$ cat config.mk
export PLATFORM = sky130hd
export DESIGN_NAME = dds_waveform_generator_flat
export DESIGN_NICKNAME = d
export VERILOG_FILES = /design/src/rtl/dds_waveform_generator_if.sv /design/src/rtl/dds_waveform_generator.sv /design/src/flat_wrapper.sv
export SDC_FILE = /design/constraint.sdc
export NUM_CORES = 1
export LEC_CHECK = 0
export ABC_CLOCK_PERIOD_IN_PS = 10900
export CORE_ASPECT_RATIO = 1.5
export CORE_MARGIN = 2
export CORE_UTILIZATION = 35
export CTS_CLUSTER_SIZE = 10
export DETAILED_ROUTE_END_ITERATION = 7
export GPL_ROUTABILITY_DRIVEN = 0
export SLEW_MARGIN = 0
export SYNTH_ARGS = -nofsm -noshare
export SYNTH_HDL_FRONTEND = slang
export SYNTH_SLANG_ARGS = --single-unit
$ cat constraint.sdc
create_clock -name Clock -period 10.9 [get_ports Clock]
set_input_delay 1.09 -clock Clock [delete_from_list [all_inputs] [get_ports Clock]]
set_output_delay 1.09 -clock Clock [all_outputs]
set_load 0.01 [all_outputs]
$ cat src/rtl/dds_waveform_generator_if.sv
// rtl/dds_waveform_generator_if.sv - control strobes, configuration and sample output of the DDS generator
interface dds_waveform_generator_if #(
  parameter int PHASE_W = 24,
  parameter int AMP_W   = 8,
  parameter int DATA_W  = 24
);
  logic               enable;
  logic               phaseReset;
  logic               cfgLoad;
  logic [PHASE_W-1:0] freqWord;
  logic [1:0]         mode;
  logic [AMP_W-1:0]   amplitude;
  logic [DATA_W-1:0]  waveOut;
  logic               waveValid;

  modport master (
    output enable, phaseReset, cfgLoad, freqWord, mode, amplitude,
    input  waveOut, waveValid
  );

  modport slave (
    input  enable, phaseReset, cfgLoad, freqWord, mode, amplitude,
    output waveOut, waveValid
  );
endinterface

$ cat src/rtl/dds_waveform_generator.sv
// rtl/dds_waveform_generator.sv - phase-accumulator waveform source with double-buffered settings
// Sine, square, sawtooth and triangle, two-stage pipeline scaled by an unsigned amplitude.
module dds_waveform_generator #(
  parameter int PHASE_W  = 24,
  parameter int LUT_AW   = 6,
  parameter int SAMPLE_W = 16,
  parameter int AMP_W    = 8,
  parameter int DATA_W   = 24
) (
  input logic                     Clock,
  input logic                     Reset,
  dds_waveform_generator_if.slave bus
);
  localparam int LUT_DEPTH = 1 << LUT_AW;
  localparam int PROD_W    = SAMPLE_W + AMP_W;
  localparam logic signed [SAMPLE_W-1:0] FULL_SCALE = {1'b0, {(SAMPLE_W-1){1'b1}}};

  typedef enum logic [1:0] {
    MODE_SINE   = 2'd0,
    MODE_SQUARE = 2'd1,
    MODE_SAW    = 2'd2,
    MODE_TRI    = 2'd3
  } wave_mode_t;

  logic [PHASE_W-1:0] phase;
  logic [PHASE_W-1:0] activeFreq;
  wave_mode_t         activeMode;
  logic [AMP_W-1:0]   activeAmp;
  logic [PHASE_W-1:0] pendingFreq;
  wave_mode_t         pendingMode;
  logic [AMP_W-1:0]   pendingAmp;
  logic               pendingFlag;

  logic                       launch;
  logic signed [SAMPLE_W-1:0] sample;
  logic [AMP_W-1:0]           sampleAmp;
  logic                       sampleValid;
  logic [DATA_W-1:0]          waveOutReg;
  logic                       waveValidReg;

  logic [PHASE_W:0] phaseSum;
  logic             stepCarry;
  logic             applyNow;

  assign phaseSum  = {1'b0, phase} + {1'b0, activeFreq};
  assign stepCarry = phaseSum[PHASE_W];

  // A stopped generator (freq 0) never wraps, so it takes new settings on any enable.
  always_comb begin
    applyNow = 1'b0;
    if (pendingFlag) begin
      if (bus.phaseReset) begin
        applyNow = 1'b1;
      end else if (bus.enable && (stepCarry || (activeFreq == '0))) begin
        applyNow = 1'b1;
      end
    end
  end

  always_ff @(posedge Clock or posedge Reset) begin
    if (Reset) begin
      phase       <= '0;
      activeFreq  <= '0;
      activeMode  <= MODE_SINE;
      activeAmp   <= '0;
      pendingFreq <= '0;
      pendingMode <= MODE_SINE;
      pendingAmp  <= '0;
      pendingFlag <= 1'b0;
    end else begin
      if (bus.phaseReset) begin
        phase <= '0;
      end else if (bus.enable) begin
        phase <= phaseSum[PHASE_W-1:0];
      end

      if (applyNow) begin
        activeFreq <= pendingFreq;
        activeMode <= pendingMode;
        activeAmp  <= pendingAmp;
      end

      // A load racing an apply refills pending after the old contents moved to active.
      if (bus.cfgLoad) begin
        pendingFreq <= bus.freqWord;
        pendingMode <= wave_mode_t'(bus.mode);
        pendingAmp  <= bus.amplitude;
        pendingFlag <= 1'b1;
      end else if (applyNow) begin
        pendingFlag <= 1'b0;
      end
    end
  end

  function automatic logic [SAMPLE_W-1:0] lutEntry(input int i);
    real angle;
    real peak;
    int  v;
    angle = 1.5707963267948966 * (real'(i) + 0.5) / real'(LUT_DEPTH);
    peak  = real'((1 << (SAMPLE_W - 1)) - 1);
    v     = $rtoi(peak * $sin(angle) + 0.5);
    return SAMPLE_W'(v);
  endfunction

  logic [SAMPLE_W-1:0] sineRom [LUT_DEPTH];

  for (genvar gi = 0; gi < LUT_DEPTH; gi++) begin : g_sine_rom
    assign sineRom[gi] = lutEntry(gi);
  end

  logic [SAMPLE_W-1:0] tWord;
  logic [SAMPLE_W-1:0] uWord;
  logic [SAMPLE_W-1:0] triS;
  logic [1:0]          quadrant;
  logic [LUT_AW-1:0]   lutIdx;
  logic [LUT_AW-1:0]   lutAddr;
  logic [SAMPLE_W-1:0] lutVal;

  assign tWord    = phase[PHASE_W-1 -: SAMPLE_W];
  assign uWord    = phase[PHASE_W-2 -: SAMPLE_W];
  assign triS     = {~uWord[SAMPLE_W-1], uWord[SAMPLE_W-2:0]};
  assign quadrant = phase[PHASE_W-1 -: 2];
  assign lutIdx   = phase[PHASE_W-3 -: LUT_AW];
  assign lutAddr  = quadrant[0] ? ~lutIdx : lutIdx;
  assign lutVal   = sineRom[lutAddr];

  logic signed [SAMPLE_W-1:0] waveSample;

  always_comb begin
    waveSample = '0;
    case (activeMode)
      MODE_SINE:   waveSample = quadrant[1] ? -$signed(lutVal) : $signed(lutVal);
      MODE_SQUARE: waveSample = phase[PHASE_W-1] ? -FULL_SCALE : FULL_SCALE;
      MODE_SAW:    waveSample = $signed({~tWord[SAMPLE_W-1], tWord[SAMPLE_W-2:0]});
      MODE_TRI:    waveSample = phase[PHASE_W-1] ? $signed(~triS) : $signed(triS);
      default:     waveSample = '0;
    endcase
  end

  logic signed [PROD_W-1:0] sampleExt;
  logic signed [PROD_W-1:0] ampExt;
  logic signed [PROD_W-1:0] product;

  assign sampleExt = PROD_W'(sample);
  assign ampExt    = PROD_W'(sampleAmp);
  assign product   = sampleExt * ampExt;

  // The amplitude travels with its sample so an apply between stages cannot mix settings.
  always_ff @(posedge Clock or posedge Reset) begin
    if (Reset) begin
      launch       <= 1'b0;
      sample       <= '0;
      sampleAmp    <= '0;
      sampleValid  <= 1'b0;
      waveOutReg   <= '0;
      waveValidReg <= 1'b0;
    end else begin
      launch      <= bus.enable && !bus.phaseReset;
      sampleValid <= launch;
      if (launch) begin
        sample    <= waveSample;
        sampleAmp <= activeAmp;
      end
      waveValidReg <= sampleValid;
      if (sampleValid) begin
        waveOutReg <= DATA_W'(product);
      end
    end
  end

  assign bus.waveOut   = waveOutReg;
  assign bus.waveValid = waveValidReg;
endmodule

$ cat src/flat_wrapper.sv
// flat-port wrapper written by rule: the top's interface ports become plain ports
module dds_waveform_generator_flat 
#(
  parameter int PHASE_W  = 24,
  parameter int LUT_AW   = 6,
  parameter int SAMPLE_W = 16,
  parameter int AMP_W    = 8,
  parameter int DATA_W   = 24
)
  (Clock, Reset, bus_enable, bus_phaseReset, bus_cfgLoad, bus_freqWord, bus_mode, bus_amplitude, bus_waveOut, bus_waveValid);
  dds_waveform_generator_if #(.PHASE_W(PHASE_W), .AMP_W(AMP_W), .DATA_W(DATA_W)) bus_i ();
  input logic Clock;
  input logic Reset;
  input wire logic [$bits(bus_i.enable)-1:0] bus_enable;
  input wire logic [$bits(bus_i.phaseReset)-1:0] bus_phaseReset;
  input wire logic [$bits(bus_i.cfgLoad)-1:0] bus_cfgLoad;
  input wire logic [$bits(bus_i.freqWord)-1:0] bus_freqWord;
  input wire logic [$bits(bus_i.mode)-1:0] bus_mode;
  input wire logic [$bits(bus_i.amplitude)-1:0] bus_amplitude;
  output wire logic [$bits(bus_i.waveOut)-1:0] bus_waveOut;
  output wire logic [$bits(bus_i.waveValid)-1:0] bus_waveValid;
  assign bus_i.enable = bus_enable;
  assign bus_i.phaseReset = bus_phaseReset;
  assign bus_i.cfgLoad = bus_cfgLoad;
  assign bus_i.freqWord = bus_freqWord;
  assign bus_i.mode = bus_mode;
  assign bus_i.amplitude = bus_amplitude;
  assign bus_waveOut = bus_i.waveOut;
  assign bus_waveValid = bus_i.waveValid;
  dds_waveform_generator #(.PHASE_W(PHASE_W), .LUT_AW(LUT_AW), .SAMPLE_W(SAMPLE_W), .AMP_W(AMP_W), .DATA_W(DATA_W)) u_core (.Clock(Clock), .Reset(Reset), .bus(bus_i));
endmodule
# [After elaboration in Yosys (flattened, before gate mapping)]
# Memory sizes are Yosys's and may differ from the RTL's.
# Cells that the tools add are included.
[totals] ff_bits=144 romBits=1024 in_bits=39 output_inout_bits=25 wordCells=49 memories=1
[op_classes] add_sub_neg=2 multipliers=1 n_lt_le_gt_ge=1 eq_ne=3 n_mux=14 bitwise_logic=5 reduce_logical=8
[mem_list] memory="(no name shown)" words=64 word_bits=16 read_ports=1 rd_ports_with_merged_regs=0 write_ports=0 line_no="dds_waveform_generator.sv:125" source="assign lutVal = sineRom[lutAddr];"
[op_table] cell="$mux 16" count=5
[op_table] cell="$pmux 16 s4" count=1
[op_table] cell="$mux 24" count=2
[op_table] cell="$add 24x24->25" count=1
[op_table] cell="$logic_not 24->1" count=1
[op_table] cell="$mul 16x9->24" count=1
[op_table] cell="$neg 16->16" count=1
[op_table] cell="$not 16->16" count=1
[op_table] cell="$ge 7x7->1 const B" count=1
[op_table] cell="$not 6->7" count=1
[op_table] cell="$mux 6" count=1
[op_table] cell="$not 6->6" count=1
[op_table] cell="$mux 1" count=5
[op_table] cell="$eq 2x2->1 const B" count=2
[op_table] cell="$reduce_bool 2->1" count=2
[op_table] cell="$eq 2x1->1 const B" count=1
[op_table] cell="$logic_and 1x1->1" count=2
[op_table] cell="$logic_not 2->1" count=1
[op_table] cell="$not 1->1" count=2
[op_table] cell="$logic_not 1->1" count=1
[op_table] cell="$logic_or 1x1->1" count=1

# [Depth between registers and ports, before layout]
# Gate-level depths: netlist (run 1).
[depth] word_depth=9 depth_mapped=22 depth_no_buf=20

# [Worst setup path after synthesis (run 1)]
# OpenSTA, ideal clock, no wires.
[synth_timing] path_type="flip-flop to flip-flop" start="register u_core.sampleAmp[2]" end="register u_core.waveOutReg[21], in the netlist u_core.bus.waveOut[21]" setup_ns=0.120 arrival_time_ns=5.248 required_time_ns=10.780 path_slack_ns=5.532 path_stages_with_launch=21 path_buffers=2 period_less_slack_ns=5.368 cell_sequence="dfrtp_1 > clkbuf_1 > clkbuf_1 > nand2_1 > fa_1 > inv_1 > fa_1 > fa_1 > inv_1 > fa_1 > inv_1 > ha_1 > o21ai_0 > nand2b_1 > a31oi_1 > o21ai_1 > and4_1 > o41a_1 > o21a_1 > or3_1 > a31o_2"
[synth_between] elab_chain_cells=1
[synth_rtl] element="start, declared" line_no="dds_waveform_generator.sv:36" source="logic [AMP_W-1:0] sampleAmp;"
[synth_rtl] element="start signal, assigned" line_no="dds_waveform_generator.sv:162" source="sampleAmp <= activeAmp;"
[synth_rtl] element="$mul 16x9->24" line_no="dds_waveform_generator.sv:146" source="assign product = sampleExt * ampExt;"
[synth_rtl] element="end signal, assigned" line_no="dds_waveform_generator.sv:166" source="waveOutReg <= DATA_W'(product);"
[synth_rtl] element="end, declared" line_no="dds_waveform_generator.sv:38" source="logic [DATA_W-1:0] waveOutReg;"
# Every way passes these cells.
# A chain may end at the register's enable or synchronous reset.

# [Worst setup path in the final report (run 1)]
[layout_timing] start="register u_core.sampleAmp[5]" end="register u_core.waveOutReg[21], in the netlist u_core.bus.waveOut[21]"
# The elaborated chain is that of the path after synthesis.

==> results of run 1 <==
## logic make-up (layout without fill, tap and decap cells)
family                   after synthesis  in the layout
XOR/XNOR                              75             75
adder cells (fa/ha/maj)              181            181
AND/OR/NAND/NOR                      405            405
multiplexers                         132            132
AO/OA/AOI/OAI                        371            371
buffers and inverters                288            284
flip-flops                           144            144
## layout make-up
cell class	count	area share
well taps	558	0.0435
flip-flops and latches	144	0.225
inverters	174	0.0410
repair buffers	78	0.0463
multi-input cells	1164	0.608
clock buffers	18	0.0274
clock inverters	14	0.00881
## synth_stat cells, types with 9 or more instances
| master | n | area [µm²] |
|---|---|---|
| fa_1 | 101 | 2020 |
| mux2i_1 | 33 | 330 |
| o21bai_1 | 10 | 75.1 |
| a31oi_1 | 18 | 113 |
| nand2_1 | 121 | 454 |
| nand3_1 | 15 | 75.1 |
| o211ai_1 | 14 | 105 |
| a221oi_1 | 24 | 210 |
| ha_1 | 80 | 1000 |
| dfrtp_1 | 144 | 3600 |
| xor2_1 | 16 | 140 |
| inv_1 | 171 | 642 |
| a21o_1 | 21 | 158 |
| nor2b_1 | 23 | 144 |
| nor2_1 | 86 | 323 |
| mux2_2 | 98 | 1100 |
| a21oi_1 | 73 | 365 |
| xnor2_1 | 56 | 490 |
| clkbuf_1 | 63 | 236 |
| nor3_1 | 13 | 65.1 |
| o31ai_1 | 12 | 90.1 |
| o22ai_1 | 21 | 131 |
| a211oi_1 | 18 | 135 |
| and3_1 | 9 | 56.3 |
| nand2b_1 | 29 | 181 |
| nor4_1 | 9 | 56.3 |
| buf_2 | 31 | 155 |
| o21ai_0 | 66 | 330 |
| and2_1 | 62 | 388 |
## worst max-delay path, cell delays in order, from the launching register on
cell      delay, ns
dfrtp_1        0.66
nand2_1        0.15
fa_1           0.53
fa_1           0.51
inv_1          0.07
fa_1           0.53
inv_1          0.05
fa_1           0.53
inv_1          0.04
ha_1           0.34
o21ai_0        0.17
nand2b_1       0.07
a31oi_1        0.35
o21ai_1        0.19
and4_1         0.25
o41a_1         0.42
o21a_1         0.19
or3_1          0.31
a31o_2         0.25
## sequential cells by signal (all words and copies together), names as in the netlist, 8 cells and up
register / count
u_core.sampleAmp: 8
u_core.phase: 24
u_core.activeFreq: 24
u_core.pendingFreq: 24
u_core.sample: 16
u_core.bus.waveOut: 24
u_core.pendingAmp: 8
u_core.activeAmp: 8
## metrics by stage
stage | setup WS, ns | util | hold WS [ns] | instance area [µm²]
finish | 5.17 | 0.391 | 0.495 | 16100
global route | 4.80 | 0.391 | 0.522 | 16100
CTS | 5.17 | 0.391 | 0.499 | 16100
detailed placement | 5.18 | 0.376 | 0.492 | 15500
global placement | 5.26 | 0.376 | 0.488 | 15500
floorplan | 5.53 | - | 0.372 | 14600
## metal layers
layer	track usage	wire (µm)
met5	0	0
met4	0.0842	1630
met3	0.0181	1510
met2	0.315	19300
met1	0.207	14800
## worst paths after layout
path / startpoint / slack (ns) / endpoint
worst max register to register: u_core.sampleAmp[5] / 5.17 / u_core.bus.waveOut[21]
worst min-delay path: u_core.pendingAmp[7] / 0.50 / u_core.activeAmp[7]
min in group asynchronous: Reset / 1.24 / u_core.bus.waveOut[2]
worst min register to register: u_core.pendingAmp[7] / 0.50 / u_core.activeAmp[7]
max in group asynchronous: Reset / 8.50 / u_core.phase[18]
worst max-delay path: u_core.sampleAmp[5] / 5.17 / u_core.bus.waveOut[21]
==> flow_metrics.tcl, run 1 <==
set metrics [dict create \
    ys_ff_latch 144 \
    synth_area_um2 14600 \
    cts_max_level 4 \
    path_clk_slew_ns 0.07 \
    synthFlopType "dfrtp_1" \
    viasPerCell 5.43 \
    async_flop_share 1.00 \
    synth_enable_flop_cells 0 \
    end_kind "register" \
    syn_to_final_growth_pct 10.1 \
    synth_cell_types 91 \
    antenna_cells 0 \
    tightest_slew_ns 1.02 \
    worstSkewPairLatency_ns 0.43 \
    final_nets 1799 \
    skew_ns 0.0134 \
    report.final.setup_viol 0 \
    rows 91 \
    yosysSeqAreaShare 0.247 \
    cts_buffers 17 \
    cts_buffer_depth 2 \
    report.final.slew_viol_count 0 \
    rsz0062_at_grt "false" \
    coreArea_um2 41100 \
    grt_max_degree 100 \
    io_buffer_count 63 \
    worst-path-max-fanout 17 \
    grt_remaining_overflow 0 \
    die_w_um 171 \
    dr.pass1.iters 6 \
    synth_top_family_by_area "adder cells" \
    syn_inst 1596 \
    cp-start-kind "register" \
    final_cells 2150 \
    crit_type "reg2reg" \
    synth_warnings 0 \
    status "finished clean" \
    numClockSinks 144 \
    arrival_ns 6.05 \
    die_h_um 254 \
    cp.required_ns 11.22 \
    n_fill_cell 4107 \
    register_area_um2 3610 \
    hold_buffers 0 \
    rr_worst_depth 18 \
    die_area_um2 43300 \
    grt_pass1_vias 11987 \
    io_pins 64 \
    hold_class "reg2reg" \
    vias 11672 \
    synth.area.mux_share 0.0994 \
    worstHoldPathCells 1 \
    grt.total_usage 0.175 \
    drive_above_1_share 0.114 \
    multi_input_area_um2 9770 \
    slew_headroom 0.323 \
    drt_iter0_drc 876 \
    placed_cells 2118 \
    antenna_found_initial 0 \
    tns_ns 0 \
    layout_commonest_cell "inv_1" \
    synth_fa_ha_area_frac 0.207 \
    fmax_ghz 0.174 \
    dp_hpwl_um 27700 \
    maxCapViolations 0 \
    synth_compound_area_frac 0.176 \
    post_drt_wl_per_cell_um 17.3 \
    syn-mean-instance-area_um2 9.13 \
    route.detailed.drc 0 \
    postCtsSetupBuffers 0 \
    wl_um 37300 \
    antenna_left 0 \
    synthXorXnorAreaFrac 0.0466 \
    post_cts_resized 0 \
    grt_pass1_wl_um 61500 \
    start_util 0.355 \
    synth-simple-area-share 0.141 \
    synthesis.nets 1816 \
    cts-root-buf "clkbuf_16" \
    period_needed_ns 5.73 \
    hold_viol_final 0 \
    finalCritPeriodShare 0.526 \
    cts_tree "built" \
    final_cell_mix "inv_1 (170), dfrtp_1 (140), nand2_1 (121)" \
]
Power of run 1 is left out: the tool's default activity adds up to more than one toggle a clock period on the data nets, which glitch-free logic cannot reach.
==> run 2, diff against run 1 <==
Settings changed: ABC_CLOCK_PERIOD_IN_PS 10900 to 5350.
Clock period 10.9 ns to 5.35 ns, I/O delays scaled along.
==> flow_metrics.tcl, run 2 (synthesis gave the netlist of run 1 again) <==
set metrics [dict create \
    skew_ns 0.0129 \
    end_kind "register" \
    route.detailed.drc 0 \
    worstSkewPairLatency_ns 0.43 \
    hold_viol_final 0 \
    start_util 0.355 \
    holdPathEnd "u_core.pendingAmp[6]" \
    grt_pass1_wl_um 61500 \
    post_drt_wl_per_cell_um 17.1 \
    hold_class "reg2reg" \
    final_cell_mix "inv_1 (170), dfrtp_1 (130), nand2_1 (120)" \
    period_needed_ns 5.11 \
    cts-root-buf "clkbuf_16" \
    hp-start "u_core.pendingAmp[6]" \
    report.final.slew_viol_count 0 \
    antenna_found_initial 0 \
    hold-worst-slack_ns 0.501 \
    crit_type "reg2reg" \
    die_w_um 171 \
    grt.total_usage 0.177 \
    layout_commonest_cell "inv_1" \
    syn_to_final_growth_pct 12.5 \
    worst-path-max-fanout 11 \
    cts_buffers 17 \
    crit_top_cell "fa_1" \
    register_area_um2 3620 \
    antenna_left 0 \
    cp_slowest_cell "fa_1" \
    status "finished clean" \
    worstHoldPathCells 1 \
    antenna_cells 0 \
    grt_max_degree 109 \
    reg2reg_from "u_core.sampleAmp[5]" \
    worstReg2RegEnd "u_core.bus.waveOut[16]" \
    tightest_slew_ns 1.12 \
    cp-start-kind "register" \
    cts_buffer_depth 2 \
    cts_max_level 4 \
    viasPerCell 5.35 \
    grt_pass1_vias 11923 \
    drt_iter0_drc 539 \
    dr.pass1.iters 6 \
    vias 11697 \
    dp_hpwl_um 28400 \
    arrival_ns 5.42 \
    cts_tree "built" \
    fmax_ghz 0.196 \
    die_h_um 254 \
    finalCritPeriodShare 0.955 \
    die_area_um2 43300 \
    io_pins 64 \
    final_nets 1835 \
    critPathMaxStageDelay_ns 0.54 \
    grt_remaining_overflow 0 \
    report.final.setup_viol 0 \
    maxCapViolations 0 \
    rows 91 \
    slew_headroom 0.255 \
    worstPathCellList "buf_4 > nand2_1 > fa_1 > inv_1 > fa_1 > fa_1 > inv_1 > fa_1 > inv_1 > ha_1 > or2_2 > a21oi_1 > a31oi_1 > a41oi_1 > buf_4 > nand2b_1 > a21oi_1 > xnor2_1 > mux2_2" \
    hold_buffers 0 \
    n_fill_cell 4091 \
    r2r_slack_ns 0.24 \
    multi_input_area_um2 9790 \
    wl_um 37400 \
    drive_above_1_share 0.143 \
    numClockSinks 144 \
    cp.required_ns 5.66 \
    rr_worst_depth 19 \
    coreArea_um2 41100 \
    io_buffer_count 63 \
    path_clk_slew_ns 0.07 \
]
==> run 2: cell types whose count changed in the layout (fill, tap and decap cells not counted), sizes merged <==
| cell | delta |
|---|---|
| buf | +36 |
| bufinv | +2 |
| clkbuf | +2 |
| clkinv | +1 |
| inv | -5 |
==> run 2: cell type report <==
class	instances	area share
multi-input combinational	1164	0.597
sequential	144	0.221
timing repair buffer	114	0.0620
tap	558	0.0426
inverter	174	0.0401
clock buffer	20	0.0285
clock inverter	12	0.00900
==> run 2: worst max-delay path by stage <==
stage | startpoint | endpoint | slack, ns | depth (start not counted)
floorplan | u_core.sampleAmp[1] | u_core.bus.waveOut[21] | 0.03 | 20
global placement | u_core.sample[4] | u_core.bus.waveOut[21] | 0.09 | 18
detailed placement | u_core.sample[4] | u_core.bus.waveOut[21] | 0.02 | 18
CTS | u_core.sample[4] | u_core.bus.waveOut[21] | 0.02 | 18
global route | u_core.sampleAmp[5] | u_core.bus.waveOut[16] | -0.002 | 19
finish | u_core.sampleAmp[5] | u_core.bus.waveOut[16] | 0.24 | 19
==> run 2: through the flow <==
stage | util | setup slack (ns) | instances | cell area (µm²) | setup TNS [ns]
after floorplan | - | 0.0314 | 1596 | 14600 | 0
after global placement | 0.382 | 0.0866 | 2151 | 15700 | 0
after detailed placement | 0.382 | 0.0154 | 2151 | 15700 | 0
after CTS | 0.397 | 0.0166 | 2183 | 16300 | 0
after global routing | 0.399 | -0.00221 | 2186 | 16400 | -0.00221
final | 0.399 | 0.239 | 2186 | 16400 | 0
==> run 2: worst max-delay path, delay by kind of cell (launching register included) <==
family | cells | cell delay, ns
flip-flops | 1 | 0.44
adder cells (fa/ha/maj) | 5 | 2.38
AND/OR/NAND/NOR | 3 | 0.45
XOR/XNOR | 1 | 0.08
multiplexers | 1 | 0.26
buffers and inverters | 5 | 0.54
AO/OA/AOI/OAI | 4 | 0.85
==> run 2: routing by layer <==
| metal | wire length, µm | GRT usage | vias to the layer above | part of all wire |
|---|---|---|---|---|
| li1 | - | - | 5537 | - |
| met1 | 14800 | 0.209 | 5772 | 0.39 |
| met2 | 19600 | 0.319 | 307 | 0.52 |
| met3 | 1460 | 0.0209 | 81 | 0.039 |
| met4 | 1550 | 0.0786 | 0 | 0.041 |
| met5 | 0 | 0 | - | 0 |
==> run 2: what timing repair did <==
action / 4_1_cts / 5_1_grt
buffers inserted: 0 / 3
endpoints found under the setup margin: 0 / 5
gates resized for setup: 0 / 18
Power of run 2 is left out for the same reason.
==> run 3, diff against run 2 <==
Settings changed: CORE_UTILIZATION 35 to 58, MAX_ROUTING_LAYER set to met4, PLACE_DENSITY set to 0.77.
==> flow_metrics.tcl, run 3 (synthesis gave the netlist of run 1 again) <==
set metrics [dict create \
    vias 12005 \
    end_kind "register" \
    cp_slowest_cell "fa_1" \
    period_needed_ns 5.11 \
    die_w_um 133 \
    place_area_um2 15400 \
    dpl_worst_slack_ns 0.0171 \
    antenna_found_initial 0 \
    grt_pass1_vias 12197 \
    finalCritPeriodShare 0.954 \
    die_area_um2 26400 \
    status "finished clean" \
    post_drt_wl_per_cell_um 18.3 \
    antenna_left 0 \
    slew_headroom 0.290 \
    grt_remaining_overflow 0 \
    path_clk_slew_ns 0.07 \
    skew_ns 0.0101 \
    worst-path-max-fanout 6 \
    numClockSinks 144 \
    fin_ws_ns 0.245 \
    rows 71 \
    viasPerCell 6.15 \
    cp-start-kind "register" \
    placed_cells 1915 \
    drive_above_1_share 0.142 \
    io_buffer_count 63 \
    coreArea_um2 24900 \
    maxCapViolations 0 \
    worstSkewPairLatency_ns 0.43 \
    design_area_um2 16100 \
    crit_type "reg2reg" \
    final_cells 1951 \
    start_util 0.586 \
    arrival_ns 5.43 \
    fmax_ghz 0.196 \
    final_nets 1830 \
    grt_pass1_wl_um 59200 \
    cts_buffer_depth 2 \
    grt.total_usage 0.284 \
    hold_viol_final 0 \
    die_h_um 198 \
    grt_max_degree 97 \
    antenna_cells 0 \
    tns_ns 0 \
    cts-root-buf "clkbuf_16" \
    cts_tree "built" \
    layout_commonest_cell "inv_1" \
    report.final.slew_viol_count 0 \
    rsz0062_at_grt "false" \
    cts_buffers 17 \
    final_cell_mix "inv_1 (170), dfrtp_1 (129), nand2_1 (121)" \
    dr.pass1.iters 7 \
    tightest_slew_ns 1.06 \
    route.detailed.drc 0 \
    syn_to_final_growth_pct 10.3 \
    cp.required_ns 5.67 \
    wl_um 35700 \
    worstPathCellList "buf_4 > nand2_1 > fa_1 > inv_1 > fa_1 > ha_1 > inv_1 > fa_1 > inv_1 > ha_1 > a211oi_2 > o21ai_1 > a31oi_2 > o21ai_1 > and4_1 > o41a_1 > o21a_1 > or3_1 > a31o_2" \
    drt_iter0_drc 1005 \
    hold_class "reg2reg" \
    critPathMaxStageDelay_ns 0.58 \
    cts_max_level 4 \
    dp_hpwl_um 26100 \
    io_pins 64 \
    report.final.setup_viol 0 \
]
[run 3: final cells by class]
class	count	area [µm²]
clock inverters	11	141
inverters	174	658
multi-input cells	1164	9800
well taps	328	410
clock buffers	21	480
flip-flops and latches	144	3620
repair buffers	109	973
fillers	2008	8790
[run 3: critical path: cells and delay by family, from the launching register on]
kind            cells  cell delay (ns)
fa+ha+maj           5             2.17
flops               1             0.42
simple gates        3             0.61
buf+inv             4             0.30
compound gates      7             1.50
[run 3: metrics by stage]
| stage | hold slack (ns) | util |
|---|---|---|
| 4_1_cts | 0.501 | 0.644 |
| 3_5_place_dp | 0.485 | 0.619 |
| 6_report | 0.500 | 0.647 |
| 5_1_grt | 0.507 | 0.647 |
| 3_3_place_gp | 0.483 | 0.619 |
| 2_1_floorplan | 0.372 | - |
[run 3: path summary, 6_finish.rpt]
check / start / endpoint / slack, ns / depth (start not counted)
max in group asynchronous: Reset / u_core.activeFreq[13] / 3.53 / 3
hold / removal: u_core.pendingFreq[3] / u_core.pendingFreq[3] / 0.50 / 1
hold reg to reg: u_core.pendingFreq[3] / u_core.pendingFreq[3] / 0.50 / 1
min in group asynchronous: Reset / u_core.bus.waveOut[6] / 0.67 / 2
setup / recovery: u_core.sample[4] / u_core.bus.waveOut[21] / 0.24 / 19
setup reg to reg: u_core.sample[4] / u_core.bus.waveOut[21] / 0.24 / 19
[run 3: layer usage]
metal	vias to the layer above	track usage	wire length, µm
met5	-	-	0
met4	0	0.169	2190
met3	151	0.0399	1740
met2	465	0.484	18200
met1	5856	0.317	13600
li1	5533	-	-
[run 3: timing repair]
item                                    4_1_cts  5_1_grt
resized for setup                             0       22
setup buffers                                 0        4
hold buffers                                  0        0
endpoints found under the setup margin        0        5
Power of run 3 is left out for the same reason.
